**config.mk**
```make
export PLATFORM = sky130hd
export DESIGN_NAME = cordic_rotate_arbiter
export DESIGN_NICKNAME = d
export VERILOG_FILES = /design/src/rtl/cordic_rotate_arbiter.sv
export SDC_FILE = /design/constraint.sdc
export NUM_CORES = 1
export LEC_CHECK = 0
export CORE_UTILIZATION = 37
export CTS_CLUSTER_SIZE = 14
export DETAILED_ROUTE_END_ITERATION = 10
export PLACE_DENSITY = 0.81
export SKIP_CTS_REPAIR_TIMING = 1
export SYNTH_ARGS = -nofsm -noshare
export SYNTH_HDL_FRONTEND = slang
export SYNTH_SLANG_ARGS = --single-unit
```
**constraint.sdc**
```tcl
create_clock -name i_clk -period 3.3 [get_ports i_clk]
set_input_delay 0.99 -clock i_clk [delete_from_list [all_inputs] [get_ports i_clk]]
set_output_delay 0.99 -clock i_clk [all_outputs]
set_load 0.01 [all_outputs]
```
**src/rtl/cordic_rotate_arbiter.sv**
```systemverilog
// Round-robin arbiter that shares one CORDIC rotate core between NUM_REQ requesters.
// Optional WAIT watchdog is enabled by defining CORDIC_ARB_TIMEOUT_EN.
module cordic_rotate_arbiter #(
  parameter int unsigned NUM_REQ        = 4,
  parameter int unsigned DATA_WIDTH     = 7,
  parameter int unsigned ANGLE_WIDTH    = 22,
  parameter int unsigned TIMEOUT_CYCLES = 64
) (
  input  logic                           i_clk,
  input  logic                           i_rst,
  input  logic [NUM_REQ-1:0]             i_req,
  input  logic [NUM_REQ*DATA_WIDTH-1:0]  i_x,
  input  logic [NUM_REQ*DATA_WIDTH-1:0]  i_y,
  input  logic [NUM_REQ*ANGLE_WIDTH-1:0] i_angle,
  output logic [NUM_REQ-1:0]             o_gnt,
  output logic [NUM_REQ-1:0]             o_valid,
  output logic [DATA_WIDTH-1:0]          o_x,
  output logic [DATA_WIDTH-1:0]          o_y,
  output logic                           o_err,
  output logic                           o_busy,
  output logic                           o_core_start,
  output logic [DATA_WIDTH-1:0]          o_core_x,
  output logic [DATA_WIDTH-1:0]          o_core_y,
  output logic [ANGLE_WIDTH-1:0]         o_core_angle,
  input  logic [DATA_WIDTH-1:0]          i_core_x,
  input  logic [DATA_WIDTH-1:0]          i_core_y,
  input  logic                           i_core_done
);

  localparam int unsigned IDX_W = (NUM_REQ > 1) ? $clog2(NUM_REQ) : 1;

  typedef enum logic [1:0] {S_IDLE, S_LAUNCH, S_WAIT, S_DONE} state_e;

  logic [DATA_WIDTH-1:0]  x_arr     [NUM_REQ];
  logic [DATA_WIDTH-1:0]  y_arr     [NUM_REQ];
  logic [ANGLE_WIDTH-1:0] angle_arr [NUM_REQ];

  for (genvar r = 0; r < int'(NUM_REQ); r++) begin : g_unpack
    assign x_arr[r]     = i_x[r*DATA_WIDTH +: DATA_WIDTH];
    assign y_arr[r]     = i_y[r*DATA_WIDTH +: DATA_WIDTH];
    assign angle_arr[r] = i_angle[r*ANGLE_WIDTH +: ANGLE_WIDTH];
  end

  state_e                 state_q, state_d;
  logic [IDX_W-1:0]       ptr_q, ptr_d;
  logic [IDX_W-1:0]       win_q, win_d;
  logic [NUM_REQ-1:0]     gnt_q, gnt_d;
  logic [NUM_REQ-1:0]     valid_q, valid_d;
  logic [DATA_WIDTH-1:0]  x_q, x_d, y_q, y_d;
  logic                   err_q, err_d;
  logic                   busy_q, busy_d;
  logic                   start_q, start_d;
  logic [DATA_WIDTH-1:0]  core_x_q, core_x_d, core_y_q, core_y_d;
  logic [ANGLE_WIDTH-1:0] core_angle_q, core_angle_d;
  logic [IDX_W-1:0]       pick;
  logic [IDX_W-1:0]       cand;
  logic                   found;
`ifdef CORDIC_ARB_TIMEOUT_EN
  localparam int unsigned CNT_W = (TIMEOUT_CYCLES > 1) ? $clog2(TIMEOUT_CYCLES) : 1;
  logic [CNT_W-1:0]       cnt_q, cnt_d;
`endif

  // Round-robin search starting just after the last served requester.
  always_comb begin
    found = 1'b0;
    pick  = ptr_q;
    cand  = ptr_q;
    for (int i = 1; i <= int'(NUM_REQ); i++) begin
      cand = IDX_W'((int'(ptr_q) + i) % int'(NUM_REQ));
      if (!found && i_req[cand]) begin
        found = 1'b1;
        pick  = cand;
      end
    end
  end

  always_comb begin
    state_d      = state_q;
    ptr_d        = ptr_q;
    win_d        = win_q;
    gnt_d        = '0;
    valid_d      = '0;
    x_d          = x_q;
    y_d          = y_q;
    err_d        = 1'b0;
    start_d      = 1'b0;
    core_x_d     = core_x_q;
    core_y_d     = core_y_q;
    core_angle_d = core_angle_q;
`ifdef CORDIC_ARB_TIMEOUT_EN
    cnt_d        = cnt_q;
`endif
    unique case (state_q)
      S_IDLE: begin
        if (found) begin
          win_d        = pick;
          core_x_d     = x_arr[pick];
          core_y_d     = y_arr[pick];
          core_angle_d = angle_arr[pick];
          gnt_d[pick]  = 1'b1;
          start_d      = 1'b1;
          state_d      = S_LAUNCH;
        end
      end
      S_LAUNCH: begin
`ifdef CORDIC_ARB_TIMEOUT_EN
        cnt_d   = '0;
`endif
        state_d = S_WAIT;
      end
      S_WAIT: begin
        if (i_core_done) begin
          x_d            = i_core_x;
          y_d            = i_core_y;
          valid_d[win_q] = 1'b1;
          state_d        = S_DONE;
        end
`ifdef CORDIC_ARB_TIMEOUT_EN
        else if (cnt_q == CNT_W'(TIMEOUT_CYCLES - 1)) begin
          x_d            = '0;
          y_d            = '0;
          err_d          = 1'b1;
          valid_d[win_q] = 1'b1;
          state_d        = S_DONE;
        end else begin
          cnt_d = cnt_q + CNT_W'(1);
        end
`endif
      end
      S_DONE: begin
        ptr_d   = win_q;
        state_d = S_IDLE;
      end
      default: state_d = S_IDLE;
    endcase
    busy_d = (state_d != S_IDLE);
  end

  always_ff @(posedge i_clk or posedge i_rst) begin
    if (i_rst) begin
      state_q      <= S_IDLE;
      ptr_q        <= IDX_W'(NUM_REQ - 1);
      win_q        <= '0;
      gnt_q        <= '0;
      valid_q      <= '0;
      x_q          <= '0;
      y_q          <= '0;
      err_q        <= 1'b0;
      busy_q       <= 1'b0;
      start_q      <= 1'b0;
      core_x_q     <= '0;
      core_y_q     <= '0;
      core_angle_q <= '0;
`ifdef CORDIC_ARB_TIMEOUT_EN
      cnt_q        <= '0;
`endif
    end else begin
      state_q      <= state_d;
      ptr_q        <= ptr_d;
      win_q        <= win_d;
      gnt_q        <= gnt_d;
      valid_q      <= valid_d;
      x_q          <= x_d;
      y_q          <= y_d;
      err_q        <= err_d;
      busy_q       <= busy_d;
      start_q      <= start_d;
      core_x_q     <= core_x_d;
      core_y_q     <= core_y_d;
      core_angle_q <= core_angle_d;
`ifdef CORDIC_ARB_TIMEOUT_EN
      cnt_q        <= cnt_d;
`endif
    end
  end

  assign o_gnt        = gnt_q;
  assign o_valid      = valid_q;
  assign o_x          = x_q;
  assign o_y          = y_q;
  assign o_err        = err_q;
  assign o_busy       = busy_q;
  assign o_core_start = start_q;
  assign o_core_x     = core_x_q;
  assign o_core_y     = core_y_q;
  assign o_core_angle = core_angle_q;

endmodule

```
# Word level (Yosys, flattened, before mapping)
# Cells that the tools add are included.
# W data, S select, Z words.
[classes] n_addsub=4 order_cmp=9 n_eq_ne=3 mux=38 n_bitwise=1 n_reduce_logical=12
[ops] cell="$bmux W22 S2" n=1
[ops] cell="$mux W22" n=2
[ops] cell="$bmux W7 S2" n=2
[ops] cell="$mux W7" n=4
[ops] cell="$lt A2 B3 Y1 const B" n=6
[ops] cell="$mux W4" n=4
[ops] cell="$mux W1" n=12
[ops] cell="$mux W2" n=6
[ops] cell="$bmux W1 S2" n=4
[ops] cell="$pmux W2 S4" n=1
[ops] cell="$logic_and A1 B1 Y1" n=5
[ops] cell="$add A2 B1 Y2 const B" n=2
[ops] cell="$add A2 B2 Y2 const B" n=2
[ops] cell="$demux W1 S2" n=2
[ops] cell="$eq A2 B2 Y1 const B" n=2
[ops] cell="$ge A2 B1 Y1 const B" n=2
[ops] cell="$reduce_and A2 Y1" n=2
[ops] cell="$ge A3 B3 Y1 const B" n=1
[ops] cell="$logic_not A1 Y1" n=3
[ops] cell="$not A2 Y3" n=1
[ops] cell="$eq A2 B1 Y1 const B" n=1
[ops] cell="$logic_not A2 Y1" n=1
[ops] cell="$reduce_bool A2 Y1" n=1
[totals] register_bits=66 inputBits=165 wordCells=79

# Logic depth before layout (Yosys ltp)
# Gate-level depths: netlist of run 1.
[depth] depth_word=19 mapped_depth=8

# Worst setup path before layout of run 1
# No wires, ideal clock.
[synth_path] path_type="input port to flip-flop" start="in i_req[1]" end="reg core_angle_q[10] (netlist: o_core_angle[10])" setup_ps=132 arrival_ps=2113 path_slack_ps=1055 path_stages=7 path_buffers=2 path_cell_list="or4_4 nand2_2 inv_2 nand2_1 buf_4 buf_6 o221ai_2"
[synth_between] elab_chain_len=16
[synth_lines] item="from (decl)" line_no="11" source="input logic [NUM_REQ-1:0] i_req,"
[synth_lines] item="$bmux W1 S2" line_no="70" source="if (!found && i_req[cand]) begin"
[synth_lines] item="$mux W1 (implied by the code)" line_no="70"
[synth_lines] item="$mux W1" line_no="70"
[synth_lines] item="$logic_not A1 Y1" line_no="70"
[synth_lines] item="$logic_and A1 B1 Y1" line_no="70"
[synth_lines] item="$mux W1" line_no="70"
[synth_lines] item="$logic_not A1 Y1" line_no="70"
[synth_lines] item="$logic_and A1 B1 Y1" line_no="70"
[synth_lines] item="$mux W1" line_no="70"
[synth_lines] item="$logic_not A1 Y1" line_no="70"
[synth_lines] item="$logic_and A1 B1 Y1" line_no="70"
[synth_lines] item="$mux W2" line_no="70"
[synth_lines] item="$not A2 Y3 (implied by the code)" line_no="99" source="core_angle_d = angle_arr[pick];"
[synth_lines] item="$bmux W22 S2" line_no="99"
[synth_lines] item="$mux W22 (implied by the code) (2 in series)" line_no="99"
[synth_lines] item="to (signal assigned)" line_no="170" source="core_angle_q <= core_angle_d;"
[synth_lines] item="to (decl)" line_no="54" source="logic [ANGLE_WIDTH-1:0] core_angle_q, core_angle_d;"
# Several ways; a longest one is shown, not always the timed one. The select of a mux whose other input is x is not followed.
# A chain may end at the register's enable or synchronous reset.

# Worst setup path in the final report of run 1
[layout_path] start="in i_req[0]" end="reg core_angle_q[5] (netlist: o_core_angle[5])"
# The elaborated chain is that of the path after synthesis.

==> flow_summary.toml, run 1 <==
[status]
status = "finished, final reports clean"

[placed_design]
post-place-ws_ns = 0.2795
portBuffers = 224
place_inst = 629
place_hpwl_um = 8353
place_congestion = 0.7617

[finish]
antennaDiodeCount = 0
multi_input_area_um2 = 1719
syn_to_final_growth_pct = 71.13
final_nets = 679
drive_gt1_share_pct = 13.18
instances_no_fill = 645
ff_latch_area_um2 = 1654
nFillCells = 761

[floorplan]
die_h_um = 100.4
ios = 226
core_um2 = 9328
die_area_um2 = 10090
chipWidth_um = 100.4
start_util_pct = 38.43
num_rows = 35

[logic_synthesis]
syn-num-nets = 459
synth.top_cell.area_share_pct = 44.68
syn-cell-area_um2 = 3585
synth_common_cells = "73 x mux2i_1, 64 x dfrtp_1, 44 x nand2_1"
synth.distinct_cells = 34
synth_area_leaders = "dfrtp_1 45%, mux2i_1 20%, o221ai_2 8.8%, mux2_2 4.7%, nand2_1 4.6%"
dominantRegCellSynth = "dfrtp_1"
syn_inst = 291
ys_ff_latch = 66
ys_seq_area_share_pct = 46.14
syn_area_per_cell_um2 = 12.32
yosys.cell_count.top_type = "mux2i_1"
async_flop_share_pct = 100.0
yosysTopAreaCell = "dfrtp_1"
synth_edf_count = 0
yosysWarnings = 0

[clocking]
cts_tree = "yes"
numCtsBuffers = 9
cts_root_buf = "clkbuf_8"
clock_latency_ns = 0.33
clk_path_buf_depth = 2
clock-sinks = 66
cts.reportedPaths.clkPinSlew_ns = 0.08
cts-htree-levels = 3

[worst_setup_path]
path_common_cell = "nand2_2"
cp_cell_sequence = "clkdlybuf4s50_1 > or4_4 > nand2_2 > inv_2 > nand2_2 > buf_4 > o221ai_1"
crit_path_start_kind = "input port"
crit_fanout = 13
cp_slowest_stage_delay_ns = 0.56
end_kind = "register"
required_ns = 3.49
crit_slowest_cell = "or4_4"
cp.arrival_ns = 2.85
worst-setup-path-type = "in -> reg"

[route]
drt_iter0_drc = 59
vias_per_cell = 4.960
postRouteAntennaNets = 0
vias = 3199
drc = 0
drt_first_pass_iters = 4
wl_per_cell_um = 16.44
wl_um = 10600

[pwr]
p_leak_nw = 2.652
p_per_area_nw_per_um2 = 801.3
peakVddDrop_uv = 417.4
design_power_total_mw = 4.916

[timing]
finalMaxSlewViolations = 0
worst_pin_slew_ns = 0.6982
finalSetupTns_ns = 0
fin_crit_ns = 2.659
finalHoldViolations = 0
layout_setup_ws_ns = 0.6411
maxClockFrequency_mhz = 376.1
fin_crit_sh_pct = 80.57
setup-violations-final = 0
rsz0062_at_grt = "false"
max_slew_margin_pct = 53.34
fin_skew_ns = 0.006971
hold_ws_ns = 0.4949

[global_route]
track_usage_pct = 20.81
grt_pass1_wl_um = 16160
overflow = 0
grt_max_degree = 49
first_global_vias = 3270
antenna_found_initial = 0

[hold_path]
hold_path.class = "reg -> reg"

[job]
max_cap_violations = 0
[sequential cells by signal, indices dropped and copies added (netlist names), 2 cells and up]
signal        flops
o_core_y          7
o_y               7
o_valid           4
win_q             2
o_core_angle     22
o_core_x          7
o_x               7
o_gnt             4
state_q           2
ptr_q             2
[power breakdown]
part | internal [mW] | switching (mW)
Combinational | 1.48 | 1.24
Clock | 0.432 | 0.334
Sequential | 1.20 | 0.226
[routing by layer]
layer  vias to the layer above  share of wire (%)  global-route usage [%]
li1                       1513                  -                       -
met1                      1537                 37                   22.94
met2                       141                 53                   38.41
met3                         8                8.6                   6.058
met4                         0                1.1                   6.355
met5                         -                  0                       0
[cell families after synthesis]
family	after synthesis	share of synthesized area, %
buf+inv	29	6.283
flops	66	46.14
simple gates	59	7.400
compound gates	45	13.93
fa+ha+maj	3	1.047
other cells	1	0.1046
mux	88	25.10
[layout make-up]
type / count / share of cell area [%]
repair buffers: 232 / 38.34
multi-input cells: 196 / 28.02
flip-flops and latches: 66 / 26.96
well taps: 129 / 2.631
clock buffers: 9 / 2.019
clock inverters: 7 / 1.652
inverters: 6 / 0.3671
[metrics by stage]
step | cell area, um^2 | utilization [%]
3_5_place_dp | 5909 | 63.35
3_3_place_gp | 5909 | 63.35
5_1_grt | 6135 | 65.77
4_1_cts | 6135 | 65.77
2_1_floorplan | 3585 | -
6_report | 6135 | 65.77
[worst max-delay path, delay by kind of cell]
kind	cells	cell delay [ns]
and+or+nand+nor	3	0.93
buffers and inverters	3	0.81
AOI/OAI and AO/OA	1	0.12
[path summary, 6_finish.rpt]
kind,from,endpoint,slack [ns],depth (start not counted)
max,i_req[0],o_core_angle[5],0.64,7
min,o_core_x[2],o_core_x[2],0.49,2
max reg2reg,ptr_q[1],o_core_y[6],1.37,5
min reg2reg,o_core_x[2],o_core_x[2],0.49,2
max in group asynchronous,i_rst,ptr_q[0],1.67,3
min in group asynchronous,i_rst,o_y[2],0.96,2
[cells in the final DEF, fill, tap and decap left out, types with 3 or more instances in the layout]
cell type / count
clkdlybuf4s50_1: 224
mux2i_1: 73
dfrtp_1: 64
nand2_1: 43
o221ai_2: 20
o221ai_1: 16
mux2_2: 15
clkbuf_8: 9
inv_1: 4
buf_4: 4
buf_12: 4
ha_1: 3
Note: power is estimated with default switching activity, not from simulation.
==> run 2, diff against run 1 <==
--- a/config.mk
+++ b/config.mk
@@ -5,10 +5,10 @@
 export SDC_FILE = /design/constraint.sdc
 export NUM_CORES = 1
 export LEC_CHECK = 0
-export CORE_UTILIZATION = 37
+export CORE_UTILIZATION = 34
 export CTS_CLUSTER_SIZE = 14
 export DETAILED_ROUTE_END_ITERATION = 10
-export PLACE_DENSITY = 0.81
+export PLACE_DENSITY = 0.78
 export SKIP_CTS_REPAIR_TIMING = 1
 export SYNTH_ARGS = -nofsm -noshare
 export SYNTH_HDL_FRONTEND = slang
==> constraint.sdc (replaced) <==
create_clock -name i_clk -period 2.23 [get_ports i_clk]
set_input_delay 0.669 -clock i_clk [delete_from_list [all_inputs] [get_ports i_clk]]
set_output_delay 0.669 -clock i_clk [all_outputs]
set_load 0.01 [all_outputs]
==> flow_summary.toml, run 2 (synthesized netlist as in run 1, its figures left out) <==
[worst_setup_path]
cp.arrival_ns = 2.36
required_ns = 2.44
r2r_slack_ns = 0.30
crit_path_start_kind = "input port"
reg2regPathDepth = 6
crit_buf_inv = 3
cp_cell_sequence = "clkdlybuf4s50_1 > a22oi_1 > o221ai_4 > buf_12 > buf_12 > mux2i_2 > o221ai_2"
reg2reg_from = "ptr_q[1]"
crit_slowest_cell = "clkdlybuf4s50_1"
path_common_cell = "buf_12"
crit_fanout = 14
r2r_end = "o_core_angle[12]"
cp_slowest_stage_delay_ns = 0.53
crit_family = "buffers and inverters"
worst-setup-path-type = "in -> reg"
end_kind = "register"

[pwr]
power_frac_seq_pct = 27.9
power_frac_clock_pct = 12.3
p_comb_share_pct = 59.8
peakVddDrop_uv = 666.6
p_leak_nw = 2.773
p_sw_mw = 2.782
design_power_total_mw = 7.504
sw_frac_of_total_pct = 37.08
p_int_mw = 4.721
p_per_area_nw_per_um2 = 1179

[finish]
ff_latch_area_um2 = 1654
final_cell_mix = "224 x clkdlybuf4s50_1, 72 x mux2i_1, 64 x dfrtp_1"
syn_to_final_growth_pct = 77.56
largest_register_ffs = 22
final_common_cell = "clkdlybuf4s50_1"
drive_gt1_share_pct = 17.07
nFillCells = 863
final_nets = 702
multi_input_area_um2 = 1723
fin_util_pct = 61.93
antennaDiodeCount = 0

[timing]
rsz0062_at_grt = "false"
maxClockFrequency_mhz = 465.1
finalHoldViolations = 0
hold_ws_ns = 0.4854
setup-violations-final = 0
finalSetupTns_ns = 0
fin_crit_ns = 2.150
finalMaxSlewViolations = 0
fin_skew_ns = 0.01435
fin_crit_sh_pct = 96.41

[floorplan]
ios = 226
num_rows = 37
start_util_pct = 34.88
chipWidth_um = 104.7
die_area_um2 = 10960
die_h_um = 104.7
core_um2 = 10280

[global_route]
use_met2_pct = 40.35
grt_pass1_wl_um = 18120
grtUsageMet3_pct = 5.178
grt_max_degree = 31
overflow = 0
grt.busiest_layer = "met2"
first_global_vias = 3627
track_usage_pct = 21.13
use_met1_pct = 22.57
antenna_found_initial = 0

[clocking]
numCtsBuffers = 9
clock_latency_ns = 0.34
clock-sinks = 66
cts.reportedPaths.clkPinSlew_ns = 0.09
cts-htree-levels = 3
cts_root_buf = "clkbuf_8"
clk_path_buf_depth = 2
cts_tree = "yes"

[placed_design]
place_hpwl_um = 9028
portBuffers = 224
place_congestion = 0.7520

[hold_path]
min_to = "o_core_angle[15]"
hold_path.class = "reg -> reg"
hp-start = "o_core_angle[15]"
whs_path_depth = 2

[route]
drt_iter0_drc = 89
vias = 3327
wl_per_cell_um = 17.03
postRouteAntennaNets = 0
wl_um = 11490
vias_per_cell = 4.929
drt_first_pass_iters = 6
drc = 0

[job]
max_cap_violations = 0

[status]
status = "finished, final reports clean"
## run 2: cell types whose count changed in the layout (fill, tap and decap cells not counted)
cell,before,now
buf_4,4,20
mux2i_1,73,72
buf_12,4,11
clkinv_2,0,1
inv_6,2,1
clkinv_4,1,3
inv_2,2,1
mux2i_2,0,1
clkinvlp_4,2,3
bufinv_16,2,0
## run 2: per-stage QoR
step	cell area, um^2	setup slack (ns)	cells
floorplan	3588	0.3063	291
global placement	6145	-0.2509	654
detailed placement	6145	-0.3760	654
CTS	6324	-0.0004519	670
global route	6365	0.01513	675
finish	6365	0.08001	675
## run 2: final cells by class
type | count | area share, %
Inverter | 6 | 0.4128
Multi-Input combinational cell | 196 | 27.07
Clock inverter | 7 | 0.8650
Clock buffer | 9 | 1.946
Timing Repair Buffer | 255 | 41.05
Sequential cell | 66 | 25.99
Tap cell | 136 | 2.673
## run 2: worst min-delay path: cells and delay by family (launching register included)
family	cells	cell delay [ns]
compound gates	1	0.05
flops	1	0.34
simple gates	1	0.06
## run 2: power by group through the flow
stage                     Clock (mW)  Sequential [mW]  Combinational, mW
after floorplan                    0             2.30               2.22
after global placement             0             2.09               4.35
after detailed placement           0             2.12               4.46
after CTS                      0.956             2.10               4.48
after global routing           0.991             2.17               4.80
final                          0.923             2.10               4.48
## run 2: worst max-delay path by stage
stage	startpoint	end	slack [ns]	cells past startpoint
after global routing	i_req[1]	o_core_angle[1]	0.02	7
after detailed placement	i_req[3]	o_core_angle[12]	-0.38	7
final	i_req[1]	o_core_angle[12]	0.08	7
after CTS	i_req[3]	o_core_angle[12]	-0.0005	7
after global placement	i_req[3]	o_core_angle[12]	-0.25	7
after floorplan	i_req[1]	o_core_angle[10]	0.31	7
## run 2: layer usage
metal / vias to the layer above / wire length, um
li1: 1569 / -
met5: - / 0
met4: 0 / 206
met2: 122 / 6118
met1: 1621 / 4441
met3: 15 / 724
==> RTL edit 1: new RTL, flow settings as in run 2 <==
Set the parameter `ANGLE_WIDTH` to 30 (it was 22).
--- a/src/rtl/cordic_rotate_arbiter.sv
+++ b/src/rtl/cordic_rotate_arbiter.sv
@@ -4,5 +4,5 @@
   parameter int unsigned NUM_REQ        = 4,
   parameter int unsigned DATA_WIDTH     = 7,
-  parameter int unsigned ANGLE_WIDTH    = 22,
+  parameter int unsigned ANGLE_WIDTH    = 30,
   parameter int unsigned TIMEOUT_CYCLES = 64
 ) (
Ports: changed (resized i_angle and o_core_angle); port bits go from 226 to 266. No check against the original RTL was run, so the function may have changed too.
==> RTL edit 1 against run 2 <==
  * Worst setup slack worse by 0.0049 ns
  * Clock power is 58% higher
  * Area after synthesis is 19% higher
  * Cell area is 25% higher
  * Sequential cell count is 8 higher
  * Power is 31% higher
  * Largest power group unchanged
  * Routed wire length is 25% higher
  * Utilization is 3.6 points higher
  * Largest cell class unchanged
==> RTL edit 1: results (changes against run 2) <==
stage;metric;value;unit;change
placed_design;place_congestion;0.770;;was 0.752
worst_setup_path;crit_family;buffers and inverters;;unchanged
routing;firstDrtPassIters;4;;was 6
routing;wl_met3;1.01;mm;was 724 um
final_layout;fill_cells;931;;was 863
min_path;worstHoldStart;o_core_angle[20];;was o_core_angle[15]
grt;grtUsageTotal;0.206;;was 0.211
placed_design;preCtsSetupSlack;-0.341;ns;was -0.376 ns
routing;vias_per_cell;4.95;;was 4.93
placed_design;io_buffers;264;;was 224
final_layout;layout-drive-gt1-share;0.244;;was 0.171
placed_design;place_inst;767;;was 654
yosys;synth_nets;535;;was 459
clocking;cts.reportedPaths.clkPinSlew;0.07;ns;was 0.09 ns
worst_setup_path;reg2reg_to;o_core_angle[13];;was o_core_angle[12]
min_path;holdPathStages;2;;unchanged
grt;grt_max_degree;75;;was 31
timing;layout_setup_ws;0.0751;ns;was 0.0800 ns
grt;globalRouteMet2Util;0.389;;was 0.404
routing;wl_met1;5.44;mm;was 4.44 mm
routing;top_layer_used;met4;;unchanged
timing;fin_skew;0.0102;ns;was 0.0143 ns
routing;route.met2.wl;7.52;mm;was 6.12 mm
pwr;peakVddDrop;690;uV;was 667 uV
placed_design;dpl.hpwl;10.6;mm;was 9.03 mm
grt;met1_usage;0.220;;was 0.226
grt;grt_pass1_wl;20.7;mm;was 18.1 mm
grt;grt_use_met3;0.0505;;was 0.0518
worst_setup_path;critPathLaunch;i_req[0];;was i_req[1]
min_path;min_to;o_core_angle[20];;was o_core_angle[15]
yosys;synth_common_cells;mux2i_1 (89), dfrtp_1 (72), nand2_1 (51);;was mux2i_1 (73), dfrtp_1 (64), nand2_1 (44)
final_layout;nNetsFinal;817;;was 702
routing;post_drt_wl_per_cell;18.2;um;was 17.0 um
pwr;leakage;3.28;nW;was 2.77 nW
yosys;synth_seq_area_share;0.436;;was 0.461
routing;wirelength;14.4;mm;was 11.5 mm
pwr;combPwrFrac;0.613;;was 0.598
clocking;cts-root-buf;clkbuf_16;;was clkbuf_8
pwr;p_seq_frac;0.239;;was 0.279
worst_setup_path;r2r_slack;0.19;ns;was 0.30 ns
worst_setup_path;critical_path.max_stage_delay;0.43;ns;was 0.53 ns
worst_setup_path;worstPathMaxFanout;7;;was 14
grt;grt_pass1_vias;4041;;was 3627
routing;drtIter0Drc;103;;was 89
placed_design;dpl_cell_area;7190;um2;was 6140 um2
pwr;seq_cell_power;0.00235;W;was 0.00210 W
run_status;outcome;complete, no violations;;unchanged
yosys;synth_cell_types;35;;was 34
timing;whs;0.486;ns;was 0.485 ns
[RTL edit 1: cell count changes after synthesis, sizes merged]
| cell | delta |
|---|---|
| dfrtp | +8 |
| mux2i | +16 |
| buf | +5 |
| nand2 | +8 |
| o221ai | +8 |
| clkbuf | -1 |
[RTL edit 1: layout make-up]
cell class | count | area, um2 | area share
tap | 168 | 210 | 0.0265
clock buffer | 9 | 225 | 0.0284
sequential | 74 | 1850 | 0.234
timing repair buffer | 298 | 3160 | 0.398
inverter | 6 | 26.3 | 0.00331
clock inverter | 7 | 76.3 | 0.00961
multi-input combinational | 228 | 2390 | 0.301
[RTL edit 1: cell families (layout without fill, tap and decap cells)]
group           Yosys count  after routing  share of synthesized area
other cells               1              1                   0.000882
mux                     104            104                      0.249
fa+ha+maj                 3              3                    0.00882
simple gates             67             67                     0.0724
compound gates           53             53                      0.163
flops                    74             74                      0.436
buf+inv                  33            320                     0.0703
==> RTL edit 2: new RTL, settings of run 2 <==
Without the edit above. Re-encode `state_e` (4 states) as Gray code, 2 bits wide.
--- a/src/rtl/cordic_rotate_arbiter.sv
+++ b/src/rtl/cordic_rotate_arbiter.sv
@@ -30,5 +30,5 @@
   localparam int unsigned IDX_W = (NUM_REQ > 1) ? $clog2(NUM_REQ) : 1;
 
-  typedef enum logic [1:0] {S_IDLE, S_LAUNCH, S_WAIT, S_DONE} state_e;
+  typedef enum logic [1:0] {S_IDLE = 2'b00, S_LAUNCH = 2'b01, S_WAIT = 2'b11, S_DONE = 2'b10} state_e;
 
   logic [DATA_WIDTH-1:0]  x_arr     [NUM_REQ];
Behaviour: same outputs for any inputs over 4 cycles, from zero or initial values and one cycle with i_rst high; so few cycles prove little.
==> RTL edit 2 against run 2 <==
  * Count of clock-buffer cells in the layout rose by 5
  * Power fell by 5.2%
  * Maximum frequency rose by 0.85%
  * Cell count fell by 1.2%
  * Cell area fell by 3.0%
  * Sequential cell count did not move
  * Register-to-register slack improved by 0.07 ns
  * Area after synthesis fell by 4.1%
  * Worst setup slack improved by 0.018 ns
  * Die area fell by 4.0%
  * Routed wire length fell by 5.4%
  * Critical endpoint is now o_core_x[0]
  * Largest power group unchanged
  * Highest routed layer unchanged
==> RTL edit 2: results (changes against run 2) <==
stage;metric;value;unit;change
yosys;synth_compound_area_frac;0.123;;was 0.139
routing;wirelength;10.9;mm;was 11.5 mm
final_layout;layout.non_clock_inverters;7;;was 6
final_layout;final_cell_area;6170;um2;was 6360 um2
pwr;internal_power;0.00468;W;was 0.00472 W
placed_design;dpl.hpwl;8.52;mm;was 9.03 mm
grt;grtUsageTotal;0.202;;was 0.211
routing;drtIter0Drc;41;;was 89
yosys;yosys-top-cells-area;dfrtp_1 (47%), mux2i_1 (21%), o221ai_1 (8.9%);;was dfrtp_1 (45%), mux2i_1 (20%), o221ai_2 (8.8%)
placed_design;io_buffers;224;;unchanged
yosys;synth_nets;459;;unchanged
worst_setup_path;critPathArrivalTime;2.34;ns;was 2.36 ns
run_status;outcome;complete, no violations;;unchanged
routing;vias_per_cell;4.93;;about the same
grt;grt_use_met3;0.0481;;was 0.0518
final_layout;finalNonFillerCells;667;;was 675
final_layout;layout-drive-gt1-share;0.112;;was 0.171
final_layout;nNetsFinal;694;;was 702
final_layout;fill_cells;823;;was 863
final_layout;clkCellAreaFrac;0.0377;;was 0.0281
yosys;ys_ff_latch;66;;unchanged
grt;grt_pass1_vias;3356;;was 3627
grt;met1_usage;0.208;;was 0.226
routing;wl_met3;870;um;was 724 um
timing;hold_viol;0;;unchanged
yosys;synth_seq_area_share;0.481;;was 0.461
yosys;synth_common_cells;mux2i_1 (73), dfrtp_1 (64), nand2_1 (42);;was mux2i_1 (73), dfrtp_1 (64), nand2_1 (44)
grt;antenna_found_initial;0;;unchanged
final_layout;bufAreaShareNonClock;0.406;;was 0.410
clocking;cts.reportedPaths.clkPinSlew;0.07;ns;was 0.09 ns
routing;route.met2.wl;5.79;mm;was 6.12 mm
grt;globalRouteMet2Util;0.373;;was 0.404
final_layout;multi_input_area;1580;um2;was 1720 um2
placed_design;place_congestion;0.752;;about the same
routing;wl_met1;3.94;mm;was 4.44 mm
pwr;peakVddDrop;597;uV;was 667 uV
pwr;clockPowerShare;0.165;;was 0.123
placed_design;dpl_cell_area;5940;um2;was 6140 um2
pwr;leakage;2.72;nW;was 2.77 nW
final_layout;buffers_excl_clock;248;;was 255
final_layout;nMultiInputCombCells;197;;was 196
final_layout;register_area;1650;um2;unchanged
clocking;htree_num_levels;3;;unchanged
yosys;synth_cell_types;35;;was 34
grt;grt_max_degree;35;;was 31
final_layout;largest_reg_flops;22;;unchanged
final_layout;n_antenna_cell;0;;unchanged
placed_design;preCtsSetupSlack;-0.276;ns;was -0.376 ns
routing;firstDrtPassIters;4;;was 6
yosys;synth_fa_ha_area_frac;0;;was 0.0105
worst_setup_path;critical_path.max_stage_delay;0.42;ns;was 0.53 ns
pwr;switchingPower;0.00243;W;was 0.00278 W
yosys;avgSynthCellArea;11.7;um2;was 12.3 um2
final_layout;nClkBuffers;14;;was 9
grt;grt_pass1_wl;15.8;mm;was 18.1 mm
min_path;hold_class;flip-flop to flip-flop;;unchanged
worst_setup_path;worstPathMaxFanout;30;;was 14
timing;fin_skew;0.00970;ns;was 0.0143 ns
yosys;synth.area.mux_share;0.258;;was 0.251
placed_design;place_inst;651;;was 654
[RTL edit 2: changes by cell type after synthesis, sizes merged, moves of 2 or more]
cell,before,now
o21ai,4,2
buf,21,18
ha,3,0
a211oi,0,2
nand2,45,42
nand3,0,2
clkbuf,2,6
nor2,2,4
a21o,0,2
o221ai,37,35
[RTL edit 2: cells by family (layout without fill, tap and decap cells)]
| kind of cell | after synthesis | count (layout) |
|---|---|---|
| AOI/OAI and AO/OA | 50 | 50 |
| muxes | 87 | 87 |
| DFF | 66 | 66 |
| other | 1 | 1 |
| and+or+nand+nor | 59 | 59 |
| buffers and inverters | 31 | 271 |
[RTL edit 2: worst paths after layout]
check	start	to	slack, ns	depth (start not counted)
hold reg to reg	state_q[0]	state_q[1]	0.45	0
setup reg to reg	ptr_q[1]	o_core_x[0]	0.37	6
min in group asynchronous	i_rst	o_gnt[1]	0.79	3
setup / recovery	i_req[2]	o_core_x[0]	0.1	8
max in group asynchronous	i_rst	ptr_q[1]	1.07	3
hold / removal	state_q[0]	state_q[1]	0.45	0
